--- config.mk ---
export PLATFORM = sky130hd
export DESIGN_NAME = gpio_debounce_flat
export DESIGN_NICKNAME = d
export VERILOG_FILES = /design/src/rtl/gpio_debounce_pkg.sv /design/src/rtl/gpio_debounce_if.sv /design/src/rtl/gpio_debounce_db_cell.sv /design/src/rtl/gpio_debounce.sv /design/src/flat_wrapper.sv
export SDC_FILE = /design/constraint.sdc
export NUM_CORES = 1
export LEC_CHECK = 0
export CORE_MARGIN = 3
export CORE_UTILIZATION = 25
export DETAILED_ROUTE_END_ITERATION = 10
export SYNTH_ARGS = -nofsm -noshare
export SYNTH_HDL_FRONTEND = slang
export SYNTH_SLANG_ARGS = --single-unit
--- constraint.sdc ---
create_clock -name module_clk -period 3.4 [get_ports module_clk]
set_clock_uncertainty 0.2 [all_clocks]
set_input_delay 0.68 -clock module_clk [delete_from_list [all_inputs] [get_ports module_clk]]
set_output_delay 0.68 -clock module_clk [all_outputs]
set_load 0.01 [all_outputs]
--- src/rtl/gpio_debounce_pkg.sv ---
// Shared widths and reset level for the GPIO input path (controller, regfile, debounce).
// Synchroniser depth is selected in gpio_debounce by GPIO_DEBOUNCE_SYNC2_EN.
package gpio_debounce_pkg;

    localparam int GPIO_PIN_NUM = 16;
    localparam int DB_CNT_W     = 8;
    localparam int DB_PRE_W     = 16;

    // Level of module_rstn that holds the block in reset.
    localparam logic RST_LVL = 1'b0;

endpackage

--- src/rtl/gpio_debounce_if.sv ---
// Pad, config and filtered-output bundle between pads/regfile and the debounce stage.
interface gpio_debounce_if
    import gpio_debounce_pkg::*;
#(
    parameter int WIDTH = GPIO_PIN_NUM,
    parameter int CNT_W = DB_CNT_W,
    parameter int PRE_W = DB_PRE_W
) ();

    logic [WIDTH-1:0] pad_in;
    logic [WIDTH-1:0] r_dben;
    logic [PRE_W-1:0] r_dbpre;
    logic [CNT_W-1:0] r_dbcnt;
    logic [WIDTH-1:0] gpio_in_filt;
    logic [WIDTH-1:0] r_dbchg;

    modport master (
        output pad_in,
        output r_dben,
        output r_dbpre,
        output r_dbcnt,
        input  gpio_in_filt,
        input  r_dbchg
    );

    modport slave (
        input  pad_in,
        input  r_dben,
        input  r_dbpre,
        input  r_dbcnt,
        output gpio_in_filt,
        output r_dbchg
    );

endinterface

--- src/rtl/gpio_debounce_db_cell.sv ---
// One pin's glitch filter: stability counter, filtered level and change pulse.
module gpio_db_cell
    import gpio_debounce_pkg::*;
#(
    parameter int CNT_W = DB_CNT_W
) (
    input  logic             clk_i,
    input  logic             rstn_i,
    input  logic             sync_i,
    input  logic             tick_i,
    input  logic             en_i,
    input  logic [CNT_W-1:0] thr_i,
    output logic             filt_o,
    output logic             chg_o
);

    localparam logic [CNT_W-1:0] CNT_ONE = CNT_W'(1);

    logic [CNT_W-1:0] cnt_q, cnt_d;
    logic             filt_q, filt_d;
    logic             chg_q, chg_d;

    // >= rather than == so a threshold lowered mid-count still lets the pin settle.
    always_comb begin
        cnt_d  = cnt_q;
        filt_d = filt_q;
        if (!en_i) begin
            filt_d = sync_i;
            cnt_d  = '0;
        end else if (sync_i == filt_q) begin
            cnt_d = '0;
        end else if (tick_i) begin
            if (cnt_q >= thr_i) begin
                filt_d = sync_i;
                cnt_d  = '0;
            end else begin
                cnt_d = cnt_q + CNT_ONE;
            end
        end
        chg_d = filt_d ^ filt_q;
    end

    always_ff @(posedge clk_i) begin
        if (rstn_i == RST_LVL) begin
            cnt_q  <= '0;
            filt_q <= 1'b0;
            chg_q  <= 1'b0;
        end else begin
            cnt_q  <= cnt_d;
            filt_q <= filt_d;
            chg_q  <= chg_d;
        end
    end

    assign filt_o = filt_q;
    assign chg_o  = chg_q;

endmodule

--- src/rtl/gpio_debounce.sv ---
// GPIO input conditioning: pad synchroniser, shared prescaler, per-pin glitch filters.
// GPIO_DEBOUNCE_SYNC2_EN selects a two-flop synchroniser; otherwise a single capture flop.
module gpio_debounce
    import gpio_debounce_pkg::*;
#(
    parameter int WIDTH = GPIO_PIN_NUM,
    parameter int CNT_W = DB_CNT_W,
    parameter int PRE_W = DB_PRE_W
) (
    input  logic            module_clk,
    input  logic            module_rstn,
    gpio_debounce_if.slave  dbif
);

    localparam logic [PRE_W-1:0] PRE_ONE = PRE_W'(1);

    logic [WIDTH-1:0] sync_q;
    logic [WIDTH-1:0] filt;
    logic [WIDTH-1:0] chg;
    logic [PRE_W-1:0] pre_cnt_q, pre_cnt_d;
    logic             tick;

`ifdef GPIO_DEBOUNCE_SYNC2_EN
    logic [WIDTH-1:0] meta_q;

    always_ff @(posedge module_clk) begin
        if (module_rstn == RST_LVL) begin
            meta_q <= '0;
            sync_q <= '0;
        end else begin
            meta_q <= dbif.pad_in;
            sync_q <= meta_q;
        end
    end
`else
    always_ff @(posedge module_clk) begin
        if (module_rstn == RST_LVL) begin
            sync_q <= '0;
        end else begin
            sync_q <= dbif.pad_in;
        end
    end
`endif

    // A divisor dropped below the running count fires on the very next cycle.
    always_comb begin
        tick      = (pre_cnt_q >= dbif.r_dbpre);
        pre_cnt_d = tick ? '0 : pre_cnt_q + PRE_ONE;
    end

    always_ff @(posedge module_clk) begin
        if (module_rstn == RST_LVL) begin
            pre_cnt_q <= '0;
        end else begin
            pre_cnt_q <= pre_cnt_d;
        end
    end

    for (genvar gi = 0; gi < WIDTH; gi++) begin : g_pin
        gpio_db_cell #(
            .CNT_W (CNT_W)
        ) u_cell (
            .clk_i  (module_clk),
            .rstn_i (module_rstn),
            .sync_i (sync_q[gi]),
            .tick_i (tick),
            .en_i   (dbif.r_dben[gi]),
            .thr_i  (dbif.r_dbcnt),
            .filt_o (filt[gi]),
            .chg_o  (chg[gi])
        );
    end

    assign dbif.gpio_in_filt = filt;
    assign dbif.r_dbchg      = chg;

endmodule

--- src/flat_wrapper.sv ---
// flat-port wrapper written by rule: the top's interface ports become plain ports
module gpio_debounce_flat import gpio_debounce_pkg::*;
#(
    parameter int WIDTH = GPIO_PIN_NUM,
    parameter int CNT_W = DB_CNT_W,
    parameter int PRE_W = DB_PRE_W
)
  (module_clk, module_rstn, dbif_pad_in, dbif_r_dben, dbif_r_dbpre, dbif_r_dbcnt, dbif_gpio_in_filt, dbif_r_dbchg);
  gpio_debounce_if #(.WIDTH(WIDTH), .CNT_W(CNT_W), .PRE_W(PRE_W)) dbif_i ();
  input  logic module_clk;
  input  logic module_rstn;
  input wire logic [$bits(dbif_i.pad_in)-1:0] dbif_pad_in;
  input wire logic [$bits(dbif_i.r_dben)-1:0] dbif_r_dben;
  input wire logic [$bits(dbif_i.r_dbpre)-1:0] dbif_r_dbpre;
  input wire logic [$bits(dbif_i.r_dbcnt)-1:0] dbif_r_dbcnt;
  output wire logic [$bits(dbif_i.gpio_in_filt)-1:0] dbif_gpio_in_filt;
  output wire logic [$bits(dbif_i.r_dbchg)-1:0] dbif_r_dbchg;
  assign dbif_i.pad_in = dbif_pad_in;
  assign dbif_i.r_dben = dbif_r_dben;
  assign dbif_i.r_dbpre = dbif_r_dbpre;
  assign dbif_i.r_dbcnt = dbif_r_dbcnt;
  assign dbif_gpio_in_filt = dbif_i.gpio_in_filt;
  assign dbif_r_dbchg = dbif_i.r_dbchg;
  gpio_debounce #(.WIDTH(WIDTH), .CNT_W(CNT_W), .PRE_W(PRE_W)) u_core (.module_clk(module_clk), .module_rstn(module_rstn), .dbif(dbif_i));
endmodule
==> results.toml, run 1 <==
[yosys]
synth_simple_gate_area_frac = 0.202
synthesis.nets = 1535
ys_warn_count = 0
synth-seq-area-share = 0.334
synth-compound-area-share = 0.168
ys.flop_type = "dfxtp_1"
synth_edf_count = 0
ys_types = 42
synth_fa_ha_area_frac = 0.175
yosys.area_share.xor_xnor = 0.0570
muxShareOfSynthArea = 0.0139
postSynthAreaPerCell_um2 = 8.75
async_flop_share = 0
syn-instance-count = 1316
syn_area_mm2 = 0.0115
synth_seq_cells = 192
synth_top_family_by_area = "simple AND/OR/NAND/NOR gates"

[critical_path]
crit_family = "simple AND/OR/NAND/NOR gates"
start_kind = "input port"
rr_worst_depth = 8
cp.required_ps = 3570
path_cells = "clkdlybuf4s50_1 > inv_1 > ha_1 > nand4_2 > or4_4 > o32ai_4 > nor2_4 > buf_12 > or4_1 > a21oi_1"
critPathCaptureType = "register"
path_max_fanout = 32
crit_type = "input port to register"
crit_buf_inv = 3
cp_slowest_cell = "or4_4"
cp.depth = 10
critical-path-max-stage-delay_ps = 570
worstPathArrival_ps = 3500

[layout]
drive_gt1_frac = 0.0796
diodes = 0
nets = 1651
synthToLayoutAreaGrowth_pct = 22.8
layout.cells.non_filler = 2044
final_cell_area_mm2 = 0.0141

[placement]
hpwl_um = 21000
placed_area_mm2 = 0.0134
gp_routability_congestion = 0.813
dp.cells = 2009
io_buffers = 89

[pwr]
comb_power_share = 0.086
leakagePower_nw = 5.42
peakVddDrop_mv = 0.359
clkPwrFrac = 0.448
power.density_mw_per_mm2 = 347
p_int_mw = 3.74
power.switching_mw = 1.17
seqPwrFrac = 0.467
power.share.switching = 0.239
power.total_mw = 4.91

[worst_hold_path]
hold_class = "register to register"
min_path_cells = 1

[global_routing]
grt_overflow = 0
grt_antenna_before_repair = 2
grt.total_usage = 0.126
grt_pass1_vias = 9661
grt_start_max_net_pins = 66
grt_pass1_wl_um = 48900

[timing]
worst_pin_slew_ps = 452
fin_crit_sh = 0.981
max_clock_freq_mhz = 300
finalMaxSlewViolations = 0
hold_viol = 0
maxSlewHeadroom = 0.691
rsz0062_at_grt = "true"
fin_crit_ps = 3340
setup_violations = 0
fin_tns_setup_ps = 0

[drt]
antenna_left = 0
drtIter0Drc = 487
route.vias.total = 9867
via_per_inst = 4.83
routed_wl_um = 30800
drt_pre_antenna_iters = 5
avgRoutedWirePerCell_um = 15.1
drc_errors = 0

[clock_network]
h-tree-depth = 4
clock-root-buffer = "clkbuf_16"
cts.sinks = 192
clk_latency_ps = 440
numCtsBuffers = 17
cts_tree = "yes"
clockBufferDepth = 2
cts.clk_slew.worst_paths_ps = 70

[floorplan]
start_util = 0.253
ios = 90
dieHeight_um = 221
coreArea_mm2 = 0.0455
die_w_um = 221
rows = 78
die-area_mm2 = 0.0487

[run_status]
outcome = "complete, no violations"

[run]
maxCapViolations = 0
-- final timing paths --
check	startpoint	end	slack, ps
worst max-delay path	dbif_r_dbpre[13]	u_core.g_pin[8].u_cell.cnt_q[7]$_SDFFE_PP0N_	60
worst min-delay path	u_core.pre_cnt_q[0]$_SDFF_PP0_	u_core.pre_cnt_q[0]$_SDFF_PP0_	270
worst max register to register	u_core.pre_cnt_q[13]$_SDFF_PP0_	u_core.g_pin[8].u_cell.cnt_q[7]$_SDFFE_PP0N_	440
worst min register to register	u_core.pre_cnt_q[0]$_SDFF_PP0_	u_core.pre_cnt_q[0]$_SDFF_PP0_	270
-- stage by stage --
step                 util  setup slack (ps)  hold WS [ps]
global placement    0.296              -335           249
finish              0.311              64.5           272
floorplan               -               127           226
CTS                 0.309               108           274
detailed placement  0.296              -355           258
global route        0.311             -4.24           289
-- layout by cell type (no fill, tap or decap), types with 4 or more instances in the layout --
| cell | count |
|---|---|
| a2111oi_0 | 16 |
| and2_1 | 47 |
| nand4_1 | 15 |
| clkdlybuf4s50_1 | 88 |
| nand2_1 | 112 |
| inv_1 | 51 |
| o21bai_1 | 16 |
| xor2_1 | 29 |
| buf_12 | 11 |
| xnor2_1 | 46 |
| nand3b_1 | 16 |
| nand3_1 | 63 |
| nand2b_1 | 17 |
| and3_1 | 23 |
| o21ai_1 | 15 |
| or3_1 | 27 |
| o21ai_0 | 51 |
| clkinvlp_4 | 4 |
| a21o_1 | 16 |
| a41oi_1 | 16 |
| buf_4 | 61 |
| clkbuf_16 | 19 |
| o31ai_1 | 40 |
| dfxtp_1 | 192 |
| mux2i_1 | 16 |
| or4_1 | 39 |
| a21oi_1 | 108 |
| nor2_1 | 82 |
| bufinv_16 | 4 |
| o21a_1 | 18 |
| ha_1 | 161 |
-- worst reg2reg max path: cells and delay by family, from the launching register on --
family | cells | cell delay, ps
and+or+nand+nor | 4 | 1330
AOI/OAI and AO/OA | 2 | 490
DFF | 1 | 340
buffers and inverters | 1 | 180
adders and majority gates | 1 | 320
-- power by group through the flow --
stage / combinational [mW] / sequential (mW) / clock [mW]
final: 0.422 / 2.29 / 2.20
after global routing: 0.475 / 2.29 / 2.36
after global placement: 0.414 / 2.34 / 0
after floorplan: 0.221 / 2.34 / 0
after CTS: 0.430 / 2.29 / 2.28
after detailed placement: 0.427 / 2.34 / 0
-- layout make-up --
cell class | instances | area [um^2]
fill | 4748 | 31300
clock buffer | 19 | 443
timing repair buffer | 163 | 1610
clock inverter | 12 | 181
inverter | 51 | 191
sequential | 192 | 3840
multi-input combinational | 1007 | 7120
tap | 600 | 751
-- sequential cells by signal (all words and copies together) (netlist names) --
signal and count:
u_core.g_pin.u_cell.cnt_q 128, u_core.g_pin.u_cell.chg_o 16, u_core.sync_q 16, u_core.g_pin.u_cell.filt_o 16
u_core.pre_cnt_q 16
-- layer usage --
| layer | track usage | share of wire | vias up |
|---|---|---|---|
| li1 | - | - | 4973 |
| met1 | 0.156 | 0.45 | 4635 |
| met2 | 0.210 | 0.47 | 197 |
| met3 | 0.0299 | 0.055 | 58 |
| met4 | 0.0482 | 0.028 | 4 |
| met5 | 0 | 0.00081 | - |
-- cell usage after synthesis (all sizes together) (3+ instances only) --
master,instances,share of area
nand2b,17,0.0092
xnor2,46,0.035
xor2,29,0.022
a2111oi,17,0.013
nand4,16,0.0092
o211ai,3,0.0020
o31ai,40,0.026
nand3b,16,0.010
and3,23,0.012
ha,161,0.17
a21o,16,0.010
buf,38,0.025
inv,51,0.017
nor2,83,0.028
or4,41,0.027
mux2i,16,0.014
and2,47,0.026
a41oi,16,0.012
o21ai,66,0.029
o21a,18,0.012
o21bai,16,0.010
nand2,112,0.037
clkbuf,28,0.0091
or3,27,0.015
nand3,63,0.027
a21oi,110,0.048
dfxtp,192,0.33
-- what timing repair did --
action	4_1_cts	5_1_grt
resized for setup	0	3
hold buffers	0	0
endpoints found under the setup margin	0	3
buffers inserted	0	2
-- kinds of logic (layout without fill, tap and decap cells) --
family,count (synthesis),in the layout
AOI/OAI and AO/OA,307,307
DFF,192,192
muxes,16,16
and+or+nand+nor,448,448
adders and majority gates,161,161
xor gates and xnor gates,75,75
buffers and inverters,117,245
No activity file was read; power rests on OpenSTA's default activity.
==> run 2: changes to the inputs <==
- clock period: 3.4 -> 3.3 ns (I/O delays scaled with it)
==> results.toml, run 2 (synthesized netlist as in run 1, its figures left out) <==
[critical_path]
crit_family = "simple AND/OR/NAND/NOR gates"
start_kind = "input port"
worstPathArrival_ps = 3420
crit_buf_inv = 3
critical-path-max-stage-delay_ps = 550
cp.required_ps = 3490
rrSetupSlack_ps = 360
path_max_fanout = 18
critPathCaptureType = "register"
path_cells = "clkdlybuf4s50_1 > inv_1 > ha_1 > nand2_1 > or4_4 > o32ai_4 > nor2_4 > buf_12 > or4_1 > a21oi_1"
rr_worst_depth = 8
rr_startpoint = "u_core.pre_cnt_q[9]$_SDFF_PP0_"
crit_type = "input port to register"
cp_slowest_cell = "or4_4"
rr_endpoint = "u_core.g_pin[6].u_cell.cnt_q[7]$_SDFFE_PP0N_"
cp.depth = 10

[placement]
io_buffers = 89
dp.cells = 1998
gp_routability_congestion = 0.779
hpwl_um = 20600

[clock_network]
numCtsBuffers = 17
holdBufCountCts = 0
cts.sinks = 192
h-tree-depth = 4
cts_tree = "yes"
clk_latency_ps = 460
clockBufferDepth = 2
clock-root-buffer = "clkbuf_16"
cts.clk_slew.worst_paths_ps = 70

[timing]
rsz0062_at_grt = "true"
setup_violations = 0
fin_crit_sh = 0.978
finalMaxSlewViolations = 0
max_clock_freq_mhz = 310
maxSlewHeadroom = 0.641
fin_crit_ps = 3230
worst_pin_slew_ps = 525
hold_viol = 0
fin_tns_setup_ps = 0

[layout]
largest_reg_flops = 128
layout.cells.non_filler = 2040
synthToLayoutAreaGrowth_pct = 23.8
diodes = 0
drive_gt1_frac = 0.0910
top_register = "u_core.g_pin.u_cell.cnt_q"
final_cell_mix = "dfxtp_1, ha_1, nand2_1"
layout_commonest_cell = "dfxtp_1"
nets = 1646

[worst_hold_path]
hold_path_startpoint = "u_core.pre_cnt_q[0]$_SDFF_PP0_"
hold_class = "register to register"
whs_endpoint = "u_core.pre_cnt_q[0]$_SDFF_PP0_"
min_path_cells = 1

[global_routing]
grt_pass1_vias = 9371
grt.total_usage = 0.125
grt_start_max_net_pins = 72
grt_pass1_wl_um = 48100
grt_overflow = 0
grt_antenna_before_repair = 2

[drt]
via_per_inst = 4.85
drtIter0Drc = 713
avgRoutedWirePerCell_um = 15.7
route.vias.total = 9892
drc_errors = 0
antenna_left = 0
routed_wl_um = 32000
drt_pre_antenna_iters = 5

[floorplan]
coreArea_mm2 = 0.0455
die_w_um = 221
rows = 78
start_util = 0.253
die-area_mm2 = 0.0487
ios = 90
dieHeight_um = 221

[run_status]
outcome = "complete, no violations"

[pwr]
leakagePower_nw = 5.49
peakVddDrop_mv = 0.338
power.density_mw_per_mm2 = 354

[run]
maxCapViolations = 0
[run 2: worst max path at each step]
stage / startpoint / to
6_report: dbif_r_dbpre[5] / u_core.g_pin[6].u_cell.cnt_q[7]$_SDFFE_PP0N_
5_1_grt: dbif_r_dbpre[5] / u_core.g_pin[12].u_cell.cnt_q[7]$_SDFFE_PP0N_
4_1_cts: dbif_r_dbpre[13] / u_core.g_pin[5].u_cell.cnt_q[7]$_SDFFE_PP0N_
3_5_place_dp: dbif_r_dbpre[13] / u_core.g_pin[2].u_cell.cnt_q[7]$_SDFFE_PP0N_
3_3_place_gp: dbif_r_dbpre[13] / u_core.g_pin[3].u_cell.cnt_q[7]$_SDFFE_PP0N_
2_1_floorplan: dbif_r_dbpre[13] / u_core.g_pin[0].u_cell.cnt_q[6]$_SDFFE_PP0N_
[run 2: cell type report]
class | count | area (um^2)
sequential | 192 | 3840
inverter | 51 | 191
multi-input combinational | 1007 | 7190
timing repair buffer | 158 | 1660
clock inverter | 15 | 199
tap | 600 | 751
clock buffer | 17 | 425
fill | 4762 | 31200
[run 2: repair_timing]
item	CTS	global route
setup endpoints to repair	0	52
buffers inserted	0	4
gates resized for setup	0	28
[run 2: metrics by stage]
step / hold WS, ps / total power, mW / setup WS, ps / utilization / instance area [um^2]
after floorplan: 226 / 2.64 / 47.3 / - / 11500
after global placement: 243 / 2.84 / -398 / 0.294 / 13400
after detailed placement: 248 / 2.85 / -454 / 0.294 / 13400
after CTS: 264 / 5.12 / 27.7 / 0.307 / 14000
after global routing: 291 / 5.25 / -14.7 / 0.314 / 14300
final: 266 / 5.05 / 71.9 / 0.314 / 14300
[run 2: where the power goes]
group / internal, mW / switching, mW / total (mW) / leakage, nW
Sequential: 2.34 / 0.0184 / 2.36 / 1.55
Combinational: 0.219 / 0.220 / 0.439 / 3.64
Clock: 1.22 / 1.03 / 2.25 / 0.302
Total: 3.78 / 1.27 / 5.05 / 5.49
[run 2: per-layer routing]
metal / vias to the layer above / track usage / share of wire
met3: 41 / 0.0302 / 0.050
met2: 199 / 0.208 / 0.47
met4: 2 / 0.0375 / 0.018
met1: 4680 / 0.160 / 0.47
met5: - / 0 / 0.00041
li1: 4970 / - / -
